--- src/rtl/md_pkg.sv ---
// Shared definitions for the iterative multiply/divide unit.
//   WIDTH    operand width; hi/lo are WIDTH bits each, one iteration per bit
//   ITER_W   width of the iteration counter
//   OP_MUL / OP_DIV  operation select encodings
//   state_e  controller states
package md_pkg;

    localparam int WIDTH  = 32;
    localparam int ITER_W = $clog2(WIDTH + 1);

    localparam logic OP_MUL = 1'b0;
    localparam logic OP_DIV = 1'b1;

    typedef enum logic [1:0] {
        S_IDLE   = 2'd0,
        S_RUN    = 2'd1,
        S_FINISH = 2'd2,
        S_DONE   = 2'd3
    } state_e;

endpackage

--- src/rtl/mul_div_unit_if.sv ---
// Request/result bundle between the control unit and mul_div_unit.
//   start, op, a, b            request (driven by master)
//   busy, done, div_by_zero    status  (driven by slave)
//   hi, lo                     64-bit result (driven by slave)
interface mul_div_unit_if;
    import md_pkg::*;

    logic             start;
    logic             op;
    logic [WIDTH-1:0] a;
    logic [WIDTH-1:0] b;
    logic             busy;
    logic             done;
    logic             div_by_zero;
    logic [WIDTH-1:0] hi;
    logic [WIDTH-1:0] lo;

    modport master (
        output start, op, a, b,
        input  busy, done, div_by_zero, hi, lo
    );

    modport slave (
        input  start, op, a, b,
        output busy, done, div_by_zero, hi, lo
    );

endinterface

--- src/rtl/md_sign_fix.sv ---
// Combinational sign handling for signed division.
//   a_i, b_i          raw operands at accept -> a_mag_o, b_mag_o magnitudes
//   a_neg_i, b_neg_i  operand signs latched at accept
//   q_mag_i, r_mag_i  unsigned quotient/remainder from the iteration
//   quot_o, rem_o     signed quotient (truncated toward zero) and remainder
//                     (sign of the dividend)
module md_sign_fix
    import md_pkg::*;
(
    input  logic [WIDTH-1:0] a_i,
    input  logic [WIDTH-1:0] b_i,
    input  logic             a_neg_i,
    input  logic             b_neg_i,
    input  logic [WIDTH-1:0] q_mag_i,
    input  logic [WIDTH-1:0] r_mag_i,
    output logic [WIDTH-1:0] a_mag_o,
    output logic [WIDTH-1:0] b_mag_o,
    output logic [WIDTH-1:0] quot_o,
    output logic [WIDTH-1:0] rem_o
);

    // The most negative value maps onto itself, which is its correct
    // magnitude when read as unsigned.
    assign a_mag_o = a_i[WIDTH-1] ? -a_i : a_i;
    assign b_mag_o = b_i[WIDTH-1] ? -b_i : b_i;

    assign quot_o = (a_neg_i ^ b_neg_i) ? -q_mag_i : q_mag_i;
    assign rem_o  = a_neg_i ? -r_mag_i : r_mag_i;

endmodule

--- src/rtl/mul_div_unit.sv ---
// Iterative signed WIDTHxWIDTH multiplier (radix-2 Booth) and WIDTH/WIDTH
// divider (restoring, on magnitudes) producing the Hi/Lo result.
//   clk   rising-edge clock
//   clr   asynchronous active-high reset; discards any in-flight operation
//   bus   request/result bundle (slave side), see mul_div_unit_if
// MUL: hi:lo = a*b.  DIV: lo = quotient, hi = remainder.
// The A/Q/M registers are shared by both operations.
module mul_div_unit
    import md_pkg::*;
(
    input  logic           clk,
    input  logic           clr,
    mul_div_unit_if.slave  bus
);

    state_e             state_q, state_d;
    logic [ITER_W-1:0]  cnt_q, cnt_d;
    logic [WIDTH:0]     acc_q, acc_d;     // A: one extra bit so a = -2^(WIDTH-1) is exact
    logic [WIDTH-1:0]   q_q, q_d;         // Q: multiplier / dividend / quotient
    logic               qm1_q, qm1_d;     // Booth q_-1
    logic [WIDTH:0]     m_q, m_d;         // M: multiplicand / divisor
    logic               op_q, op_d;
    logic               neg_a_q, neg_a_d;
    logic               neg_b_q, neg_b_d;
    logic               dz_pend_q, dz_pend_d;
    logic               busy_q, busy_d;
    logic               done_q, done_d;
    logic               dz_q, dz_d;
    logic [WIDTH-1:0]   hi_q, hi_d;
    logic [WIDTH-1:0]   lo_q, lo_d;

    logic               accept;
    logic [WIDTH:0]     booth_sum;
    logic [WIDTH:0]     div_sh;
    logic [WIDTH:0]     div_diff;
    logic [WIDTH-1:0]   a_mag, b_mag, quot_fix, rem_fix;

    md_sign_fix u_sign_fix (
        .a_i     (bus.a),
        .b_i     (bus.b),
        .a_neg_i (neg_a_q),
        .b_neg_i (neg_b_q),
        .q_mag_i (q_q),
        .r_mag_i (acc_q[WIDTH-1:0]),
        .a_mag_o (a_mag),
        .b_mag_o (b_mag),
        .quot_o  (quot_fix),
        .rem_o   (rem_fix)
    );

    // Booth add/sub selected by {Q[0], q_-1}.
    always_comb begin
        unique case ({q_q[0], qm1_q})
            2'b01:   booth_sum = acc_q + m_q;
            2'b10:   booth_sum = acc_q - m_q;
            default: booth_sum = acc_q;
        endcase
    end

    // Restoring step: shift {A,Q} left, trial-subtract the divisor.
    assign div_sh   = {acc_q[WIDTH-1:0], q_q[WIDTH-1]};
    assign div_diff = div_sh - m_q;

    // NOTE: every variable gets its default before the case, so no path
    // leaves one unassigned and no latch is inferred.
    always_comb begin
        state_d   = state_q;
        cnt_d     = cnt_q;
        acc_d     = acc_q;
        q_d       = q_q;
        qm1_d     = qm1_q;
        m_d       = m_q;
        op_d      = op_q;
        neg_a_d   = neg_a_q;
        neg_b_d   = neg_b_q;
        dz_pend_d = dz_pend_q;
        busy_d    = busy_q;
        done_d    = 1'b0;
        dz_d      = dz_q;
        hi_d      = hi_q;
        lo_d      = lo_q;
        accept    = 1'b0;

        unique case (state_q)
            S_IDLE: accept = bus.start;

            S_RUN: begin
                if (op_q == OP_MUL) begin
                    // Arithmetic shift right of {A, Q, q_-1}.
                    acc_d = {booth_sum[WIDTH], booth_sum[WIDTH:1]};
                    q_d   = {booth_sum[0], q_q[WIDTH-1:1]};
                    qm1_d = q_q[0];
                end else if (div_diff[WIDTH]) begin
                    acc_d = div_sh;
                    q_d   = {q_q[WIDTH-2:0], 1'b0};
                end else begin
                    acc_d = div_diff;
                    q_d   = {q_q[WIDTH-2:0], 1'b1};
                end
                cnt_d = cnt_q + ITER_W'(1);
                if (cnt_q == ITER_W'(WIDTH - 1)) state_d = S_FINISH;
            end

            S_FINISH: begin
                done_d  = 1'b1;
                state_d = S_DONE;
                if (dz_pend_q) begin
                    hi_d = q_q;               // holds the raw dividend
                    lo_d = '1;
                    dz_d = 1'b1;
                end else if (op_q == OP_MUL) begin
                    hi_d = acc_q[WIDTH-1:0];
                    lo_d = q_q;
                end else begin
                    hi_d = rem_fix;
                    lo_d = quot_fix;
                end
            end

            S_DONE: begin
                busy_d  = 1'b0;
                state_d = S_IDLE;
                // The DONE edge doubles as the first edge a new request can be taken.
                accept  = bus.start;
            end

            default: state_d = S_IDLE;
        endcase

        if (accept) begin
            busy_d    = 1'b1;
            dz_d      = 1'b0;
            op_d      = bus.op;
            cnt_d     = '0;
            acc_d     = '0;
            qm1_d     = 1'b0;
            dz_pend_d = 1'b0;
            neg_a_d   = bus.a[WIDTH-1];
            neg_b_d   = bus.b[WIDTH-1];
            if (bus.op == OP_DIV && bus.b == '0) begin
                // Divide by zero skips the iterations entirely.
                dz_pend_d = 1'b1;
                q_d       = bus.a;
                m_d       = '0;
                state_d   = S_FINISH;
            end else if (bus.op == OP_MUL) begin
                m_d     = {bus.a[WIDTH-1], bus.a};
                q_d     = bus.b;
                state_d = S_RUN;
            end else begin
                m_d     = {1'b0, b_mag};
                q_d     = a_mag;
                state_d = S_RUN;
            end
        end
    end

    // NOTE: sequential state uses non-blocking assignments only, so every
    // register samples the pre-edge value of every other register.
    always_ff @(posedge clk or posedge clr) begin
        if (clr) begin
            state_q   <= S_IDLE;
            cnt_q     <= '0;
            acc_q     <= '0;
            q_q       <= '0;
            qm1_q     <= 1'b0;
            m_q       <= '0;
            op_q      <= OP_MUL;
            neg_a_q   <= 1'b0;
            neg_b_q   <= 1'b0;
            dz_pend_q <= 1'b0;
            busy_q    <= 1'b0;
            done_q    <= 1'b0;
            dz_q      <= 1'b0;
            hi_q      <= '0;
            lo_q      <= '0;
        end else begin
            state_q   <= state_d;
            cnt_q     <= cnt_d;
            acc_q     <= acc_d;
            q_q       <= q_d;
            qm1_q     <= qm1_d;
            m_q       <= m_d;
            op_q      <= op_d;
            neg_a_q   <= neg_a_d;
            neg_b_q   <= neg_b_d;
            dz_pend_q <= dz_pend_d;
            busy_q    <= busy_d;
            done_q    <= done_d;
            dz_q      <= dz_d;
            hi_q      <= hi_d;
            lo_q      <= lo_d;
        end
    end

    assign bus.busy        = busy_q;
    assign bus.done        = done_q;
    assign bus.div_by_zero = dz_q;
    assign bus.hi          = hi_q;
    assign bus.lo          = lo_q;

endmodule

--- src/flat_wrapper.sv ---
// flat-port wrapper written by rule: the top's interface ports become plain ports
module mul_div_unit_flat import md_pkg::*;
  (clk, clr, bus_start, bus_op, bus_a, bus_b, bus_busy, bus_done, bus_div_by_zero, bus_hi, bus_lo);
  mul_div_unit_if bus_i ();
  input  logic clk;
  input  logic clr;
  input wire logic [$bits(bus_i.start)-1:0] bus_start;
  input wire logic [$bits(bus_i.op)-1:0] bus_op;
  input wire logic [$bits(bus_i.a)-1:0] bus_a;
  input wire logic [$bits(bus_i.b)-1:0] bus_b;
  output wire logic [$bits(bus_i.busy)-1:0] bus_busy;
  output wire logic [$bits(bus_i.done)-1:0] bus_done;
  output wire logic [$bits(bus_i.div_by_zero)-1:0] bus_div_by_zero;
  output wire logic [$bits(bus_i.hi)-1:0] bus_hi;
  output wire logic [$bits(bus_i.lo)-1:0] bus_lo;
  assign bus_i.start = bus_start;
  assign bus_i.op = bus_op;
  assign bus_i.a = bus_a;
  assign bus_i.b = bus_b;
  assign bus_busy = bus_i.busy;
  assign bus_done = bus_i.done;
  assign bus_div_by_zero = bus_i.div_by_zero;
  assign bus_hi = bus_i.hi;
  assign bus_lo = bus_i.lo;
  mul_div_unit u_core (.clk(clk), .clr(clr), .bus(bus_i));
endmodule
--- config.mk ---
export PLATFORM = sky130hd
export DESIGN_NAME = mul_div_unit_flat
export DESIGN_NICKNAME = d
export VERILOG_FILES = /design/src/rtl/md_pkg.sv /design/src/rtl/mul_div_unit_if.sv /design/src/rtl/md_sign_fix.sv /design/src/rtl/mul_div_unit.sv /design/src/flat_wrapper.sv
export SDC_FILE = /design/constraint.sdc
export NUM_CORES = 1
export LEC_CHECK = 0
export ABC_AREA = 0
export BUFFER_PORTS_ARGS = -buffer_cell sky130_fd_sc_hd__clkbuf_2
export CORE_AREA = 2 2 185 223
export CTS_CLUSTER_DIAMETER = 200
export CTS_CLUSTER_SIZE = 12
export DETAILED_ROUTE_END_ITERATION = 8
export DIE_AREA = 0 0 187 225
export MAX_ROUTING_LAYER = met4
export SLEW_MARGIN = 20
export SYNTH_ARGS = -nofsm -noshare
export SYNTH_HDL_FRONTEND = slang
export SYNTH_SLANG_ARGS = --single-unit
--- constraint.sdc ---
create_clock -name clk -period 5.7 [get_ports clk]
set_clock_uncertainty 0.05 [all_clocks]
set_input_delay 0 -clock clk [delete_from_list [all_inputs] [get_ports clk]]
set_output_delay 0 -clock clk [all_outputs]
set_load 0.02 [all_outputs]
======== Word level (Yosys, flattened, before mapping) ========
Index checks and enable logic that the tools add are counted.
storage, ports and cells
  input bits .............................. 68
  word-level logic and storage cells ...... 82
  register bits after elaboration ......... 178
  output and inout bits ................... 67
cells by class
  add/subtract/negate cells ............... 8
  eq/ne operators ......................... 8
  reductions and logical operators ........ 12
  muxes and demuxes ....................... 38
  bitwise gates (word level) .............. 1
operators with widths
  cell                                                                     number
  32-bit two-way mux                                                       13
  33-bit two-way mux                                                       6
  32-bit negator                                                           4
  33-bit case mux with 2 select lines                                      1
  33-bit subtractor                                                        2
  33-bit adder                                                             1
  32-bit logical NOT                                                       1
  1-bit two-way mux                                                        12
  6-bit two-way mux                                                        2
  2-bit nonzero test                                                       4
  6-bit by 1-bit adder with 6-bit output, second input constant            1
  2-bit == test, second input constant                                     3
  6-bit by 5-bit == test with 1-bit output, second input constant          1
  2-bit two-way mux                                                        3
  2-bit case mux with 3 select lines                                       1
  2-bit AND reduction                                                      3
  2-bit by 1-bit == test with 1-bit output, second input constant          2
  4-bit nonzero test                                                       1
  3-bit by 1-bit inequality test with 1-bit output, second input constant  1
  2-bit logical NOT                                                        1
  2-bit inequality test, second input constant                             1
  2-bit OR reduction                                                       1
  1-bit logical AND                                                        1
  1-bit bitwise XOR                                                        1

======== Logic depth before layout (Yosys ltp) ========
  word-level depth ........................ 5
  depth in mapped cells ................... 18
  mapped depth without buffers ............ 17

======== By module ========
Synthesis repeated with hierarchy kept, for this count alone.
second synthesis, totals
  cells, all modules ...................... 2,132
  area total of the unflattened synthesis .. 16,983.8 um2
modules (own cells, without submodules)
  module        area an instance (um2)  cells each  seq. area each (um2)  instances
  mul_div_unit  14,171.1                1,735       4,454.3               1
  md_sign_fix   2,812.7                 397         0.0                   1

======== Worst setup path after synthesis ========
Ideal clock, no wire load.
  path kind ............................... register to register
  from .................................... register u_core.m_q[2]
  to ...................................... register u_core.acc_q[31]
  data required time ...................... 5.524 ns
  setup time .............................. 0.126 ns
  path buffers ............................ 1
  slack ................................... 1.436 ns
  cell stages (with the launch flop) ...... 18
  data arrival time ....................... 4.088 ns
  period minus slack after synthesis ...... 4.264 ns
  path through ............................ dfrtp_1 or3_1 nor4_1 and3_1 and3_1 clkbuf_1 a31oi_1 xnor2_1 ha_1 a21o_1 a21oi_1 nor2b_1 or4b_2 a211oi_1 or4_1 a21o_1 a21oi_1 a311o_1
on the way
  longest elaborated chain between the ends .. 5
  elaborated cells between the ends (all ways) .. 8
  classes of those cells .................. 3 x add/sub; 5 x mux
ends and longest elaborated chain
  what                                                                              RTL line                                text
  start: declaration                                                                mul_div_unit.sv:21                      logic [WIDTH:0] m_q, m_d;
  start signal: assignment                                                          mul_div_unit.sv:183                     m_q <= m_d;
  33-bit subtractor (tied with other cells)                                         mul_div_unit.sv:55                      2'b10: booth_sum = acc_q - m_q;
  33-bit case mux with 2 select lines / 33-bit two-way mux (equally long branches)  mul_div_unit.sv:53, mul_div_unit.sv:93
  33-bit two-way mux *                                                              mul_div_unit.sv:88                      if (op_q == OP_MUL) begin
  33-bit two-way mux *                                                              mul_div_unit.sv:84                      unique case (state_q)
  33-bit two-way mux *                                                              mul_div_unit.sv:130                     if (accept) begin
  end signal: assignment                                                            mul_div_unit.sv:164                     acc_q <= '0;
  end signal: assignment                                                            mul_div_unit.sv:180                     acc_q <= acc_d;
  end: declaration                                                                  mul_div_unit.sv:18                      logic [WIDTH:0] acc_q, acc_d;
Mark *: on every way between the ends. The rest lies on a longest branch, timed or not. The select of a mux whose other input is x is not followed.
A chain may end at the register's enable or synchronous reset.

======== Final worst setup path ========
Same ends and word-level chain as after synthesis.

==> flow_summary.json <==
{
  "outcome": "complete, but fails checks",
  "violations": "hold timing",
  "antenna_found_initial": 1,
  "grt_pass1_vias": 14700,
  "fin_crit_sh_pct": 81.5,
  "synth_top_area_share_pct": 28.1,
  "ant_nets": 0,
  "post_cts_resized": 0,
  "final_common_cell": "a21oi_1",
  "place_congestion": 0.987,
  "p_comb_share_pct": 68.5,
  "slew_violations": 0,
  "netlist_instances": 2028,
  "synth.area.top_cells": "dfrtp_1 (28%), a21oi_1 (6.3%), ha_1 (5.9%)",
  "syn_area_um2": 15800,
  "yosys.area.top_type": "dfrtp_1",
  "crit_required_ns": 5.99,
  "p_switching_mw": 6.63,
  "hold_slack_ns": -0.00308,
  "whs_endpoint": "u_core.m_q[29]",
  "critPathSlowestCell": "or4b_2",
  "routedWlPerCell_um": 22.3,
  "max_freq_mhz": 215,
  "grt_start_max_net_pins": 109,
  "rsz0062_at_grt": "false",
  "slew_headroom_pct": 32.7,
  "timing.final.crit_period_ns": 4.64,
  "nets": 2238,
  "cts_tree": "built",
  "reg2reg_slack_ns": 1.06,
  "dr.pass1.iters": 6,
  "cts_made_buffers": 17,
  "switching_share_pct": 53.3,
  "hpwl_um": 44200,
  "power_density_nw_per_um2": 699,
  "hold_start": "bus_b[29]",
  "finalHoldViolCount": 1,
  "ios": 135,
  "cts_htree_levels": 4,
  "die_area_um2": 42100,
  "postCtsSetupRepairBufs": 0,
  "cts_hold_buffers": 24,
  "hold_class": "in2reg",
  "grt_pass1_wl_um": 89600,
  "clock-sinks": 178,
  "ys_types": 78,
  "leakagePower_nw": 7.68,
  "clockRootBuffer": "clkbuf_16",
  "grt-ovfl-total": 0,
  "syn_nets": 2173,
  "finalSetupTns_ns": 0,
  "clk_pin_slew_ns": 0.08,
  "worst_pin_slew_ns": 1.01,
  "synth-edff-count": 0,
  "hold_depth": 5,
  "ys_ff_latch": 178,
  "r2r_end": "u_core.acc_q[31]",
  "via_per_inst": 6.06,
  "synth-async-reset-ratio_pct": 100,
  "critical_path_arrival_ns": 4.93,
  "end_kind": "register",
  "reg2reg_depth": 17,
  "placementRows": 80,
  "synth_flop_cell": "dfrtp_1",
  "drc_errors": 0,
  "die_height_um": 225,
  "seqPwrFrac_pct": 21.1,
  "coreArea_um2": 39700,
  "path_class": "reg2reg",
  "setup_viol": 0,
  "avgSynthCellArea_um2": 7.80,
  "slowest_delay_ns": 0.61,
  "die_w_um": 187,
  "ys_seq_area_share_pct": 28.1,
  "start_util_pct": 39.8,
  "wl_um": 58900,
  "max-vdd-ir-drop_uv": 550,
  "layout-drive-gt1-share_pct": 12.3,
  "via_count": 16000,
  "finalPower_mw": 12.4,
  "path_max_fanout": 6,
  "clockBufferDepth": 2,
  "syn_to_final_growth_pct": 12.4,
  "worstSetupStartpointType": "register",
  "most-common-layout-cells": "a21oi_1 (200), o21ai_0 (184), nand2_1 (180)",
  "crit-reg2reg-launch": "u_core.m_q[2]",
  "clock_power_share_pct": 10.5,
  "layout.core_utilization_pct": 44.8,
  "worstSkewPairLatency_ns": 0.46,
  "drtIter0Drc": 1522,
  "path_cells": "or3_1 > nor4_1 > buf_4 > and3_1 > and3_1 > a31oi_1 > xnor2_1 > ha_1 > a21o_1 > a21oi_1 > nor2b_1 > or4b_2 > a211oi_1 > o211ai_1 > nand3_1 > a21oi_1 > a311o_1",
  "yosysWarningCount": 0,
  "p_int_mw": 5.80,
  "grt_usage_pct": 28.4,
  "drv_cap": 0,
  "port_buffers": 134
}
==> registers in the layout, summed over array words and instances, names as in the netlist, 2 cells and up <==
signal          count
u_core.acc_q       33
u_core.bus.hi      32
u_core.bus.lo      32
u_core.cnt_q        6
u_core.m_q         33
u_core.q_q         32
u_core.state_q      2
==> layout make-up <==
type	instances	area, um^2
Clock buffer	19	453
Inverter	80	305
Fill cell	4039	21900
Multi-Input combinational cell	1628	10600
Timing Repair Buffer	188	1150
Clock inverter	13	195
Tap cell	533	667
Antenna cell	1	2.50
Sequential cell	178	4460
==> cells by family (layout without fill, tap and decap cells) <==
group | after synthesis | after routing | synth area share, %
compound gates | 721 | 721 | 28.4
simple gates | 576 | 576 | 17.0
buf+inv | 222 | 300 | 5.38
xor+xnor | 182 | 182 | 10.1
flops | 178 | 178 | 28.1
fa+ha+maj | 77 | 77 | 6.18
mux | 72 | 72 | 4.80
other cells | 0 | 1 | 0
==> synth_stat cells (22+ instances only) <==
cell type / n
mux2i_1: 41
mux2_2: 31
inv_1: 79
nor3_1: 39
nand2_1: 181
xor2_1: 89
a31oi_1: 33
xnor2_1: 93
a21oi_1: 200
clkbuf_1: 123
dfrtp_1: 178
a21o_1: 41
and3_1: 24
nor2_1: 180
a211oi_1: 28
o21ai_0: 184
o211ai_1: 55
o31ai_1: 22
ha_1: 75
nand3_1: 39
==> stage by stage <==
stage | setup slack [ns] | instances | area (um^2)
finish | 1.06 | 2640 | 17800
global route | 0.741 | 2640 | 17800
CTS | 1.06 | 2639 | 17800
detailed placement | 1.11 | 2583 | 16900
global placement | 1.18 | 2583 | 16900
floorplan | 0.820 | 2028 | 15800
==> power groups by stage <==
stage          registers (mW)  logic, mW  clock network (mW)
2_1_floorplan            2.47       6.02                   0
3_3_place_gp             2.59       8.30                   0
3_5_place_dp             2.62       8.38                   0
4_1_cts                  2.59       8.45                1.32
5_1_grt                  2.68       9.32                1.37
6_report                 2.62       8.51                1.30
==> per-layer routing <==
metal / wire (um) / vias to the layer above / global-route usage (%)
li1: - / 7504 / -
met1: 25700 / 7721 / 37.5
met2: 27000 / 663 / 44.3
met3: 3940 / 106 / 3.61
met4: 2330 / 0 / 11.3
met5: 0 / - / -
==> how the worst max path moves through the flow <==
stage	startpoint	end	slack, ns	cells after the start
2_1_floorplan	clr	u_core.acc_q[0]	0.82	1
3_3_place_gp	u_core.m_q[2]	u_core.acc_q[31]	1.18	17
3_5_place_dp	u_core.m_q[2]	u_core.acc_q[31]	1.11	17
4_1_cts	u_core.m_q[2]	u_core.acc_q[31]	1.06	17
5_1_grt	u_core.m_q[2]	u_core.acc_q[31]	0.74	17
6_report	u_core.m_q[2]	u_core.acc_q[31]	1.06	17
==> worst max-delay path, delay by kind of cell, from the launching register on <==
kind,cells,cell delay [ns]
and+or+nand+nor,7,2.04
AOI/OAI and AO/OA,7,1.30
DFF,1,0.42
adders and majority gates,1,0.36
buffers and inverters,1,0.18
xor gates and xnor gates,1,0.15
Note: power is estimated with default switching activity, not from simulation.
